**src/rtl/mips_mc_ctrl.sv**
```systemverilog
// Multicycle MIPS main controller: sequences lw/sw/R-type/beq/addi/j through a Moore FSM
// and drives the datapath selects, write enables and a memory request/ready handshake.
module mips_mc_ctrl #(
  parameter bit          MEM_WAIT_EN = 1'b1,
  parameter int unsigned STATE_W     = 4
) (
  input  logic               clk,
  input  logic               reset,
  input  logic [5:0]         op,
  input  logic               zero,
  input  logic               mem_ready,
  output logic               mem_req,
  output logic               iord,
  output logic               memwrite,
  output logic               irwrite,
  output logic               regdst,
  output logic               memtoreg,
  output logic               regwrite,
  output logic               alusrca,
  output logic [1:0]         alusrcb,
  output logic [1:0]         aluop,
  output logic [1:0]         pcsrc,
  output logic               pcen,
  output logic               illegal,
  output logic [STATE_W-1:0] state_dbg
);

  typedef enum logic [3:0] {
    StFetch   = 4'd0,
    StDecode  = 4'd1,
    StMemAdr  = 4'd2,
    StMemRd   = 4'd3,
    StMemWb   = 4'd4,
    StMemWr   = 4'd5,
    StRtypeEx = 4'd6,
    StRtypeWb = 4'd7,
    StBeqEx   = 4'd8,
    StAddiEx  = 4'd9,
    StAddiWb  = 4'd10,
    StJEx     = 4'd11
  } state_e;

  localparam logic [5:0] OpRtype = 6'b000000;
  localparam logic [5:0] OpLw    = 6'b100011;
  localparam logic [5:0] OpSw    = 6'b101011;
  localparam logic [5:0] OpBeq   = 6'b000100;
  localparam logic [5:0] OpAddi  = 6'b001000;
  localparam logic [5:0] OpJ     = 6'b000010;

  state_e state_q, state_d;
  logic   rdy;
  logic   bad_op;

  // Without wait support every access is assumed to complete in its first cycle.
  assign rdy = mem_ready | ~MEM_WAIT_EN;

  always_ff @(posedge clk or negedge reset) begin
    if (!reset) begin
      state_q <= StFetch;
    end else begin
      state_q <= state_d;
    end
  end

  always_comb begin
    state_d = StFetch;
    bad_op  = 1'b0;
    case (state_q)
      StFetch:  state_d = rdy ? StDecode : StFetch;
      StDecode: begin
        case (op)
          OpLw, OpSw: state_d = StMemAdr;
          OpRtype:    state_d = StRtypeEx;
          OpBeq:      state_d = StBeqEx;
          OpAddi:     state_d = StAddiEx;
          OpJ:        state_d = StJEx;
          default: begin
            state_d = StFetch;
            bad_op  = 1'b1;
          end
        endcase
      end
      StMemAdr:  state_d = (op == OpLw) ? StMemRd : StMemWr;
      StMemRd:   state_d = rdy ? StMemWb : StMemRd;
      StMemWb:   state_d = StFetch;
      StMemWr:   state_d = rdy ? StFetch : StMemWr;
      StRtypeEx: state_d = StRtypeWb;
      StRtypeWb: state_d = StFetch;
      StBeqEx:   state_d = StFetch;
      StAddiEx:  state_d = StAddiWb;
      StAddiWb:  state_d = StFetch;
      StJEx:     state_d = StFetch;
      default:   state_d = StFetch;
    endcase
  end

  always_comb begin
    mem_req  = 1'b0;
    iord     = 1'b0;
    memwrite = 1'b0;
    irwrite  = 1'b0;
    regdst   = 1'b0;
    memtoreg = 1'b0;
    regwrite = 1'b0;
    alusrca  = 1'b0;
    alusrcb  = 2'b00;
    aluop    = 2'b00;
    pcsrc    = 2'b00;
    pcen     = 1'b0;
    illegal  = 1'b0;
    case (state_q)
      StFetch: begin
        mem_req = 1'b1;
        alusrcb = 2'b01;
        irwrite = rdy;
        pcen    = rdy;
      end
      StDecode: begin
        alusrcb = 2'b11;
        illegal = bad_op;
      end
      StMemAdr: begin
        alusrca = 1'b1;
        alusrcb = 2'b10;
      end
      StMemRd: begin
        mem_req = 1'b1;
        iord    = 1'b1;
      end
      StMemWb: begin
        memtoreg = 1'b1;
        regwrite = 1'b1;
      end
      StMemWr: begin
        mem_req  = 1'b1;
        iord     = 1'b1;
        memwrite = 1'b1;
      end
      StRtypeEx: begin
        alusrca = 1'b1;
        aluop   = 2'b10;
      end
      StRtypeWb: begin
        regdst   = 1'b1;
        regwrite = 1'b1;
      end
      StBeqEx: begin
        alusrca = 1'b1;
        aluop   = 2'b01;
        pcsrc   = 2'b01;
        pcen    = zero;
      end
      StAddiEx: begin
        alusrca = 1'b1;
        alusrcb = 2'b10;
      end
      StAddiWb:  regwrite = 1'b1;
      StJEx: begin
        pcsrc = 2'b10;
        pcen  = 1'b1;
      end
      default: ;
    endcase
    // Block every side effect while reset is held, even before the state register settles.
    if (!reset) begin
      mem_req  = 1'b0;
      memwrite = 1'b0;
      irwrite  = 1'b0;
      regwrite = 1'b0;
      pcen     = 1'b0;
      illegal  = 1'b0;
    end
  end

  assign state_dbg = STATE_W'(state_q);

endmodule

```
**config.mk**
```make
export PLATFORM = sky130hd
export DESIGN_NAME = mips_mc_ctrl
export DESIGN_NICKNAME = d
export VERILOG_FILES = /design/src/rtl/mips_mc_ctrl.sv
export SDC_FILE = /design/constraint.sdc
export NUM_CORES = 1
export LEC_CHECK = 0
export BUFFER_PORTS_ARGS = -buffer_cell sky130_fd_sc_hd__buf_2
export CAP_MARGIN = 20
export CORE_UTILIZATION = 45
export CTS_CLUSTER_SIZE = 25
export DETAILED_ROUTE_END_ITERATION = 16
export PLACE_DENSITY = 0.78
export SYNTH_ARGS = -nofsm -noshare
export SYNTH_HDL_FRONTEND = slang
export SYNTH_SLANG_ARGS = --single-unit
```
**constraint.sdc**
```tcl
create_clock -name clk -period 3.5 [get_ports clk]
set_input_delay 0.7 -clock clk [delete_from_list [all_inputs] [get_ports clk]]
set_output_delay 0.7 -clock clk [all_outputs]
set_load 0.02 [all_outputs]
```
==> impl_metrics.yaml, run 1 <==
timing:
  setup_viol: 0
  slew_headroom_pct: 60.5
  achievable-frequency_ghz: 0.411
  finalClockSkew_ns: 0.00435
  worst-slew-pin-transition_ns: 0.593
  finalWorstPathRequiredPeriod_ns: 2.43
  finalMaxSlewViolations: 0
  layout_worst_path_cycle_share_pct: 69.5
  rsz0062_at_grt: "no"
  setup-tns-final_ns: 0
  hold_viol: 0
floorplan:
  floorplan.initialDensity_pct: 48.1
  dieHeight_um: 39.3
  placeableCoreArea_um2: 1300
  die_area_um2: 1540
  rows: 13
  die_width_um: 39.3
  io_pins: 30
route:
  number_of_detailed_routing_iterations_run_before_antenna_repair: 4
  detail_route.iter0.violations: 18
  routedWlPerCell_um: 12.8
  final_antenna_net_count: 0
  route.vias.total: 674
  vias_per_cell: 5.62
  drt_wl_total_um: 1540
  post-route-drc-count: 0
synth:
  yosysWarningCount: 0
  netlist.top_cell.by_area: "dfrtp_1"
  ys_async_sr_fraction_pct: 100
  sequential_element_share_of_the_synthesized_area_pct: 16.0
  synth_area_leaders: "dfrtp_1, buf_6, nor2_1"
  synth_area_um2: 626
  postSynth.topFlopCell: "dfrtp_1"
  area_share_of_the_largest_cell_type_after_synthesis_pct: 16.0
  synthesis_stage_register_bit_count: 4
  synthMostInstantiatedCell: "nor2_1"
  number_of_distinct_library_cells_after_synthesis: 39
  ys_top_cells_by_count: "nor2_1, nand2b_1, nor3_1"
  synth_enable_flop_cells: 0
  post_synthesis_average_cell_area_um2: 7.82
  mappedNetlistNets: 90
  postSynthCellCount: 80
clock_network:
  cts.hold.buffers_added: 0
  ctsLongestPathBuffers: 2
  cts_buffers: 3
  tritoncts: "done"
  post_cts_resized: 0
  cts.clk_slew.worst_paths_ns: 0.04
  cts_max_level: 1
  cts.sinks: 4
  post_cts_buffers: 0
  clk-insertion-delay-late_ns: 0.24
  cts.root.buffer_cell: "clkbuf_4"
setup_path:
  criticalPathCategory: "register to output pin"
  worst_setup_path_end_kind: "output pin"
  cp_slowest_cell: "dfrtp_1"
  timing.critical_path.cells: "nor2b_1, or3_1, a21oi_2, buf_2"
  critical_path_arrival_ns: 1.73
  path_max_fanout: 20
  timing.critical_path.from_type: "register"
  required_ns: 2.80
  max_stage_delay_ns: 0.58
final_layout:
  final_area_um2: 749
  antennaDiodeCount: 0
  nets: 117
  finalCoreUtilization_pct: 57.6
  area_growth_from_synthesis_to_layout_pct: 19.8
  largest_register_ff_count: 4
  layout.filler_cells: 144
  drive_gt1_share_pct: 38.1
job:
  drv_cap: 0
global_routing:
  grt_pass1_wl_um: 2440
  globalRouteOverflowTotal: 0
  grt_pass1_vias: 553
  grt_use_total_pct: 23.7
  initial_antenna_violation_count: 0
  largest_net_degree_at_the_start_of_global_routing: 21
power_and_ir_drop:
  power.static_leakage_nw: 0.357
  power_density_nw_per_um2: 341
  switching_power_mw: 0.115
  irDropWorstVdd_mv: 0.293
  internal_power_mw: 0.140
  switching_share_pct: 45.2
  sequentialPowerShare_pct: 29.2
  clock_power_share_pct: 22.6
  p_comb_share_pct: 48.2
worst_hold_path:
  hold_path_class: "primary input to async pin"
placed_design:
  detailed_placer_s_ending_hpwl_um: 1150
  gp_congestion: 0.805
  area_of_placed_instances_um2: 727
  place.port_buffers: 29
outcome:
  result_of_the_run: "finished clean"
[routing by layer]
metal	wire, um	vias up	GRT usage (%)	share of wire, %
met4	8	0	10.3	0.52
li1	-	347	-	-
met5	0	-	0	0
met3	50	2	5.11	3.2
met2	786	17	39.6	51
met1	694	308	28.8	45
[final timing paths]
check	start	to	slack (ns)	depth (start not counted)
worst max register to register	state_dbg[1]	state_dbg[2]	2.01	3
worst min register to register	state_dbg[3]	state_dbg[0]	0.77	1
worst min-delay path	reset	state_dbg[0]	0.30	1
worst max-delay path	state_dbg[2]	mem_req	1.07	4
max in group asynchronous	reset	state_dbg[3]	3.02	1
min in group clk	state_dbg[3]	state_dbg[0]	0.77	1
[through the flow]
step | setup WS (ns) | hold WS (ns) | power [mW] | std cells
after detailed placement | 1.08 | 0.553 | 0.199 | 117
after floorplan | 1.19 | 0.404 | 0.169 | 80
after global routing | 0.954 | 0.293 | 0.278 | 120
after CTS | 1.05 | 0.297 | 0.259 | 120
final | 1.07 | 0.300 | 0.255 | 120
after global placement | 1.12 | 0.554 | 0.196 | 117
[cell usage in the layout, fill, tap and decap left out, types with 2 or more instances in the layout]
| cell | instances |
|---|---|
| nand2_1 | 4 |
| nor2_1 | 9 |
| dfrtp_1 | 4 |
| nor3b_1 | 2 |
| nand2b_1 | 5 |
| a211oi_1 | 2 |
| nor3_1 | 5 |
| o211ai_1 | 4 |
| nor2b_1 | 2 |
| and3_1 | 3 |
| inv_2 | 2 |
| xor2_1 | 3 |
| o21ai_0 | 2 |
| nand3_1 | 2 |
| nand4_1 | 2 |
| clkbuf_4 | 3 |
| buf_2 | 29 |
| o21ai_1 | 2 |
[logic make-up after synthesis]
| family | after synthesis | synth area share [%] |
|---|---|---|
| xor gates and xnor gates | 3 | 4.20 |
| AOI/OAI and AO/OA | 18 | 22.0 |
| muxes | 1 | 1.80 |
| buffers and inverters | 9 | 11.2 |
| DFF | 4 | 16.0 |
| and+or+nand+nor | 45 | 44.8 |
[power by group through the flow]
stage	Clock, mW	Combinational (mW)	Sequential, mW
5_1_grt	0.0639	0.137	0.0774
3_3_place_gp	0	0.122	0.0741
6_report	0.0576	0.123	0.0746
3_5_place_dp	0	0.124	0.0750
2_1_floorplan	0	0.104	0.0650
4_1_cts	0.0605	0.124	0.0744
[cell type report]
cell class | count | area, um^2 | area share [%]
well taps | 15 | 18.8 | 2.50
inverters | 2 | 7.51 | 1.00
multi-input cells | 67 | 455 | 60.8
repair buffers | 29 | 145 | 19.4
clock buffers | 3 | 22.5 | 3.01
flip-flops and latches | 4 | 100 | 13.4
[critical path: cells and delay by family (launching register included)]
| family | cells | cell delay, ns |
|---|---|---|
| AND/OR/NAND/NOR | 2 | 0.64 |
| AO/OA/AOI/OAI | 1 | 0.11 |
| flip-flops | 1 | 0.58 |
| buffers and inverters | 1 | 0.16 |
(Power assumes the default switching activity.)
==> inputs of run 2 (changes only) <==
Settings changed: ABC_AREA from default to 1, CORE_UTILIZATION 45 to 39, PLACE_DENSITY 0.78 to 0.73.
Clock period 3.5 ns to 2.2 ns, I/O delays scaled along.
==> run 2 against run 1 <==
Compared with the run above: worst setup slack worse by 0.72 ns; flip-flop and latch count is the same; synthesized cell count increased by 39%; clock skew is 0.0015 ns lower; sequential share of layout area shrank 0.089 points; combinational power grew 91%; sequential power up 30%; cell count increased by 31%; register-to-register slack got worse by 0.99 ns; non-clock buffer count stayed put; worst hold slack got worse by 0.25 ns.
==> impl_metrics.yaml, run 2 <==
route:
  route.vias.total: 732
  post-route-drc-count: 0
  vias_per_cell: 4.66
  drt_wl_total_um: 1320
  number_of_detailed_routing_iterations_run_before_antenna_repair: 4
  final_antenna_net_count: 0
  detail_route.iter0.violations: 21
  routedWlPerCell_um: 8.43
timing:
  rsz0062_at_grt: "no"
  finalClockSkew_ns: 0.00280
  finalWorstPathRequiredPeriod_ns: 1.85
  slew_headroom_pct: 79.0
  setup_viol: 0
  achievable-frequency_ghz: 0.540
  finalMaxSlewViolations: 0
  hold_viol: 0
  setup-tns-final_ns: 0
  worst-slew-pin-transition_ns: 0.314
  holdWs_ns: 0.0463
  layout_worst_path_cycle_share_pct: 84.1
clock_network:
  cts.clk_slew.worst_paths_ns: 0.04
  ctsLongestPathBuffers: 2
  cts.root.buffer_cell: "clkbuf_4"
  cts.sinks: 4
  cts_max_level: 1
  cts_buffers: 3
  cts.hold.buffers_added: 0
  tritoncts: "done"
  clk-insertion-delay-late_ns: 0.23
  post_cts_buffers: 0
  post_cts_resized: 0
final_layout:
  area_growth_from_synthesis_to_layout_pct: 31.1
  regArea_um2: 100
  largest_register_ff_count: 4
  nets: 154
  layout.cells.most_common: "nand2_1"
  layout.filler_cells: 133
  multi_input_area_um2: 359
  antennaDiodeCount: 0
  drive_gt1_share_pct: 33.8
  layout_common_cells: "nand2_1, buf_2, inv_1"
  finalCoreUtilization_pct: 56.6
synth:
  post_synthesis_average_cell_area_um2: 5.19
  combinational_family_with_the_most_area_after_synthesis: "simple AND/OR/NAND/NOR gates"
  mappedNetlistNets: 121
  compound_gate_fraction_of_synth_area_pct: 7.61
  postSynthCellCount: 111
  ys_async_sr_fraction_pct: 100
  synth_enable_flop_cells: 0
  synthAdderAreaFrac_pct: 0
  ys_top_cells_by_count: "nand2_1, inv_1, nor2_1"
  synthMuxAreaShare_pct: 0
  synth_area_leaders: "nand2_1, dfrtp_1, inv_1"
  area_share_of_the_largest_cell_type_after_synthesis_pct: 19.6
  synth_area_um2: 576
  synthesis_stage_register_bit_count: 4
  yosys.area_share.xor_xnor_pct: 0
  synth_simple_gate_area_share_pct: 54.8
  yosysWarningCount: 0
  netlist.top_cell.by_area: "nand2_1"
  number_of_distinct_library_cells_after_synthesis: 14
  synthMostInstantiatedCell: "nand2_1"
  sequential_element_share_of_the_synthesized_area_pct: 17.4
  postSynth.topFlopCell: "dfrtp_1"
job:
  drv_cap: 0
setup_path:
  critical_path_arrival_ns: 1.41
  path_max_fanout: 6
  timing.critical_path.from_type: "register"
  criticalPathCategory: "register to output pin"
  worst_setup_path_end_kind: "output pin"
  required_ns: 1.76
placed_design:
  place.port_buffers: 29
  detailed_placer_s_ending_hpwl_um: 1150
  gp_congestion: 0.755
global_routing:
  grt_pass1_vias: 548
  grt_use_total_pct: 19.3
  grt_pass1_wl_um: 2150
  largest_net_degree_at_the_start_of_global_routing: 10
  globalRouteOverflowTotal: 0
  initial_antenna_violation_count: 0
floorplan:
  placeableCoreArea_um2: 1330
  die_area_um2: 1630
  floorplan.initialDensity_pct: 43.2
  io_pins: 30
  rows: 13
  dieHeight_um: 40.4
  die_width_um: 40.4
outcome:
  result_of_the_run: "finished clean"
power_and_ir_drop:
  irDropWorstVdd_mv: 0.434
  power_density_nw_per_um2: 554
  power.static_leakage_nw: 0.531
worst_hold_path:
  hold_path_class: "primary input to async pin"
==> run 2: cell types whose count changed in the layout (fill, tap and decap cells not counted), sizes merged, moves of 4 or more <==
| cell | before | now |
|---|---|---|
| o211ai | 4 | 0 |
| nand2b | 5 | 0 |
| nand2 | 4 | 33 |
| nand3 | 2 | 9 |
| nor3 | 6 | 0 |
| o21ai | 4 | 8 |
| inv | 2 | 29 |
| nor2 | 9 | 26 |
==> run 2: cells by family after synthesis <==
logic type,count (synthesis)
and+or+nand+nor,69
AOI/OAI and AO/OA,8
buffers and inverters,30
DFF,4
==> run 2: path summary, 6_finish.rpt <==
path	startpoint	to	slack [ns]	depth (start not counted)
worst max register to register	state_dbg[1]	state_dbg[1]	1.02	7
worst min-delay path	reset	state_dbg[3]	0.05	1
max in group asynchronous	reset	state_dbg[0]	1.99	1
worst max-delay path	state_dbg[1]	pcen	0.35	8
worst min register to register	state_dbg[3]	state_dbg[0]	0.72	3
min in group clk	mem_ready	state_dbg[2]	0.49	3
==> run 2: final cells by class <==
cell class              instances  share of cell area, %
inverters                      29                   14.4
repair buffers                 29                   19.2
multi-input cells              77                   47.6
flip-flops and latches          4                   13.3
well taps                      15                   2.49
clock buffers                   3                   2.99
==> run 2: layer usage <==
layer	share of wire [%]	vias up	global-route usage, %
met5	0	-	0
met4	0	0	5.00
met3	7.1	0	1.67
met2	51	31	35.7
met1	42	307	23.3
li1	-	394	-
==> run 2: report_power, final <==
group,internal (mW),total (mW),switching (mW)
Sequential,0.0834,0.0973,0.0139
Combinational,0.0747,0.235,0.160
Clock,0.0607,0.0854,0.0248
==> run 2: worst max-delay path: stages (launching register included) <==
cell	delay, ns
dfrtp_1	0.44
nor2_2	0.18
inv_2	0.06
nor2_2	0.13
nand2_1	0.07
nand3_1	0.06
nand2_1	0.05
inv_1	0.05
buf_2	0.15
==> run 2: through the flow <==
stage                     instances  cell area, um^2  setup slack (ns)  power [mW]
after floorplan                 111              576             0.446       0.265
after CTS                       157              754             0.331       0.423
after global routing            157              754             0.179       0.462
after detailed placement        154              732             0.385       0.335
final                           157              754             0.349       0.418
after global placement          154              732             0.427       0.333
==> inputs of run 3 (changes only) <==
Settings changed: CORE_UTILIZATION 39 to 43, PLACE_DENSITY 0.73 to 0.77.
Clock period 2.2 ns to 1.9 ns, I/O delays scaled along.
==> run 3 against run 2 <==
Compared with the run above: largest cell class unchanged; non-clock buffer count increased by 1; largest power group unchanged; sequential share of layout area decreased by 0.31 points; critical endpoint unchanged; critical path depth unchanged; via count down 4.4%; worst hold slack better by 0.40 ns; utilization grew 10 points; register-to-register slack got worse by 0.33 ns; sequential power up 21%.
==> impl_metrics.yaml, run 3 (synthesized netlist as in run 2, its figures left out) <==
outcome:
  result_of_the_run: "finished clean"
clock_network:
  cts_buffers: 3
  ctsLongestPathBuffers: 2
  cts.root.buffer_cell: "clkbuf_4"
  cts.clk_slew.worst_paths_ns: 0.04
  cts_max_level: 1
  tritoncts: "done"
  post_cts_buffers: 0
  clk-insertion-delay-late_ns: 0.24
  cts.sinks: 4
setup_path:
  worstSetupPathDepth: 8
  criticalPathCategory: "register to output pin"
  most_frequent_cell_on_the_critical_path: "nand2_1"
  rr_worst_depth: 7
  critical_path_arrival_ns: 1.44
  timing.critical_path.cells: "inv_1, nand2_1, nor2_4, nand2_1, nand3_1, nand2_1, inv_1, buf_2"
  worst_setup_path_end_kind: "output pin"
  timing.critical_path.from_type: "register"
  path_max_fanout: 5
  max_stage_delay_ns: 0.42
  cp_slowest_cell: "dfrtp_1"
  cp.buffers_inverters: 3
  crit_family: "simple AND/OR/NAND/NOR gates"
  required_ns: 1.52
final_layout:
  largest_register_ff_count: 4
  nets: 155
  layout_common_cells: "buf_2, nand2_1, inv_1"
  layout.cells.most_common: "buf_2"
  antennaDiodeCount: 0
  area_growth_from_synthesis_to_layout_pct: 35.9
  final_area_um2: 782
  drive_gt1_share_pct: 36.4
job:
  drv_cap: 0
floorplan:
  dieHeight_um: 38.6
  io_pins: 30
  die_area_um2: 1490
  floorplan.initialDensity_pct: 49.1
  die_width_um: 38.6
  placeableCoreArea_um2: 1170
  rows: 12
power_and_ir_drop:
  power_density_nw_per_um2: 653
  power.static_leakage_nw: 0.539
  irDropWorstVdd_mv: 0.478
global_routing:
  initial_antenna_violation_count: 0
  grt_pass1_vias: 565
  largest_net_degree_at_the_start_of_global_routing: 10
  grt_use_total_pct: 22.6
  globalRouteOverflowTotal: 0
  grt_pass1_wl_um: 2310
route:
  detail_route.iter0.violations: 9
  vias_per_cell: 4.46
  routedWlPerCell_um: 9.73
  post-route-drc-count: 0
  number_of_detailed_routing_iterations_run_before_antenna_repair: 4
  final_antenna_net_count: 0
  route.vias.total: 700
  drt_wl_total_um: 1530
worst_hold_path:
  hold_path_class: "primary input to register"
  worstHoldPathCells: 3
timing:
  achievable-frequency_ghz: 0.549
  layout_worst_path_cycle_share_pct: 95.8
  hold_viol: 0
  finalMaxSlewViolations: 0
  setup_viol: 0
  finalClockSkew_ns: 0.00214
  rsz0062_at_grt: "yes"
  slew_headroom_pct: 78.5
  finalWorstPathRequiredPeriod_ns: 1.82
  setup-tns-final_ns: 0
  worst-slew-pin-transition_ns: 0.321
placed_design:
  place.port_buffers: 29
  gp_congestion: 0.849
  area_of_placed_instances_um2: 731
  detailed_placer_s_ending_hpwl_um: 1150
[run 3: stage by stage]
step | hold slack (ns) | std cells | power, mW | setup WS (ns) | utilization [%]
final | 0.442 | 157 | 0.510 | 0.0798 | 66.8
after floorplan | 0.0844 | 111 | 0.307 | 0.206 | -
after global routing | 0.466 | 157 | 0.549 | -0.0465 | 66.8
after CTS | 0.439 | 157 | 0.500 | 0.0557 | 65.2
after detailed placement | 0.228 | 153 | 0.388 | 0.192 | 62.4
after global placement | 0.230 | 153 | 0.383 | 0.263 | 62.4
[run 3: timing repair]
action                                  in CTS  in global routing
resized for setup                            0                  6
hold buffers                                 1                  0
hold endpoints to repair                     4                  0
endpoints found under the setup margin       0                  2
[run 3: final timing paths]
check | to | start | slack (ns)
max | pcen | state_dbg[2] | 0.08
min | state_dbg[2] | mem_ready | 0.44
max reg2reg | state_dbg[1] | state_dbg[2] | 0.69
min reg2reg | state_dbg[0] | state_dbg[3] | 0.72
max in group asynchronous | state_dbg[1] | reset | 1.21
min in group asynchronous | state_dbg[3] | reset | 0.51
[run 3: final cells by class]
cell class	instances	area, um^2
sequential	4	101
tap	14	17.5
clock buffer	3	22.5
timing repair buffer	30	155
inverter	29	109
multi-input combinational	77	377
fill	111	389
[run 3: metal layers]
| metal | vias to the layer above | track usage [%] | routed length (um) |
|---|---|---|---|
| li1 | 394 | - | - |
| met1 | 286 | 28.6 | 715 |
| met2 | 18 | 37.1 | 742 |
| met3 | 2 | 5.20 | 61 |
| met4 | 0 | 7.76 | 8 |
| met5 | - | 0 | 0 |
[run 3: power by group]
part	internal, mW	total, mW	switching [mW]	leakage [nW]
combinational	0.0913	0.287	0.195	0.472
sequential	0.0968	0.118	0.0211	0.0525
clock	0.0706	0.106	0.0351	0.0138
[run 3: worst min-delay path, delay by kind of cell]
kind	cells	cell delay (ns)
and+or+nand+nor	2	0.16
buffers and inverters	1	0.10
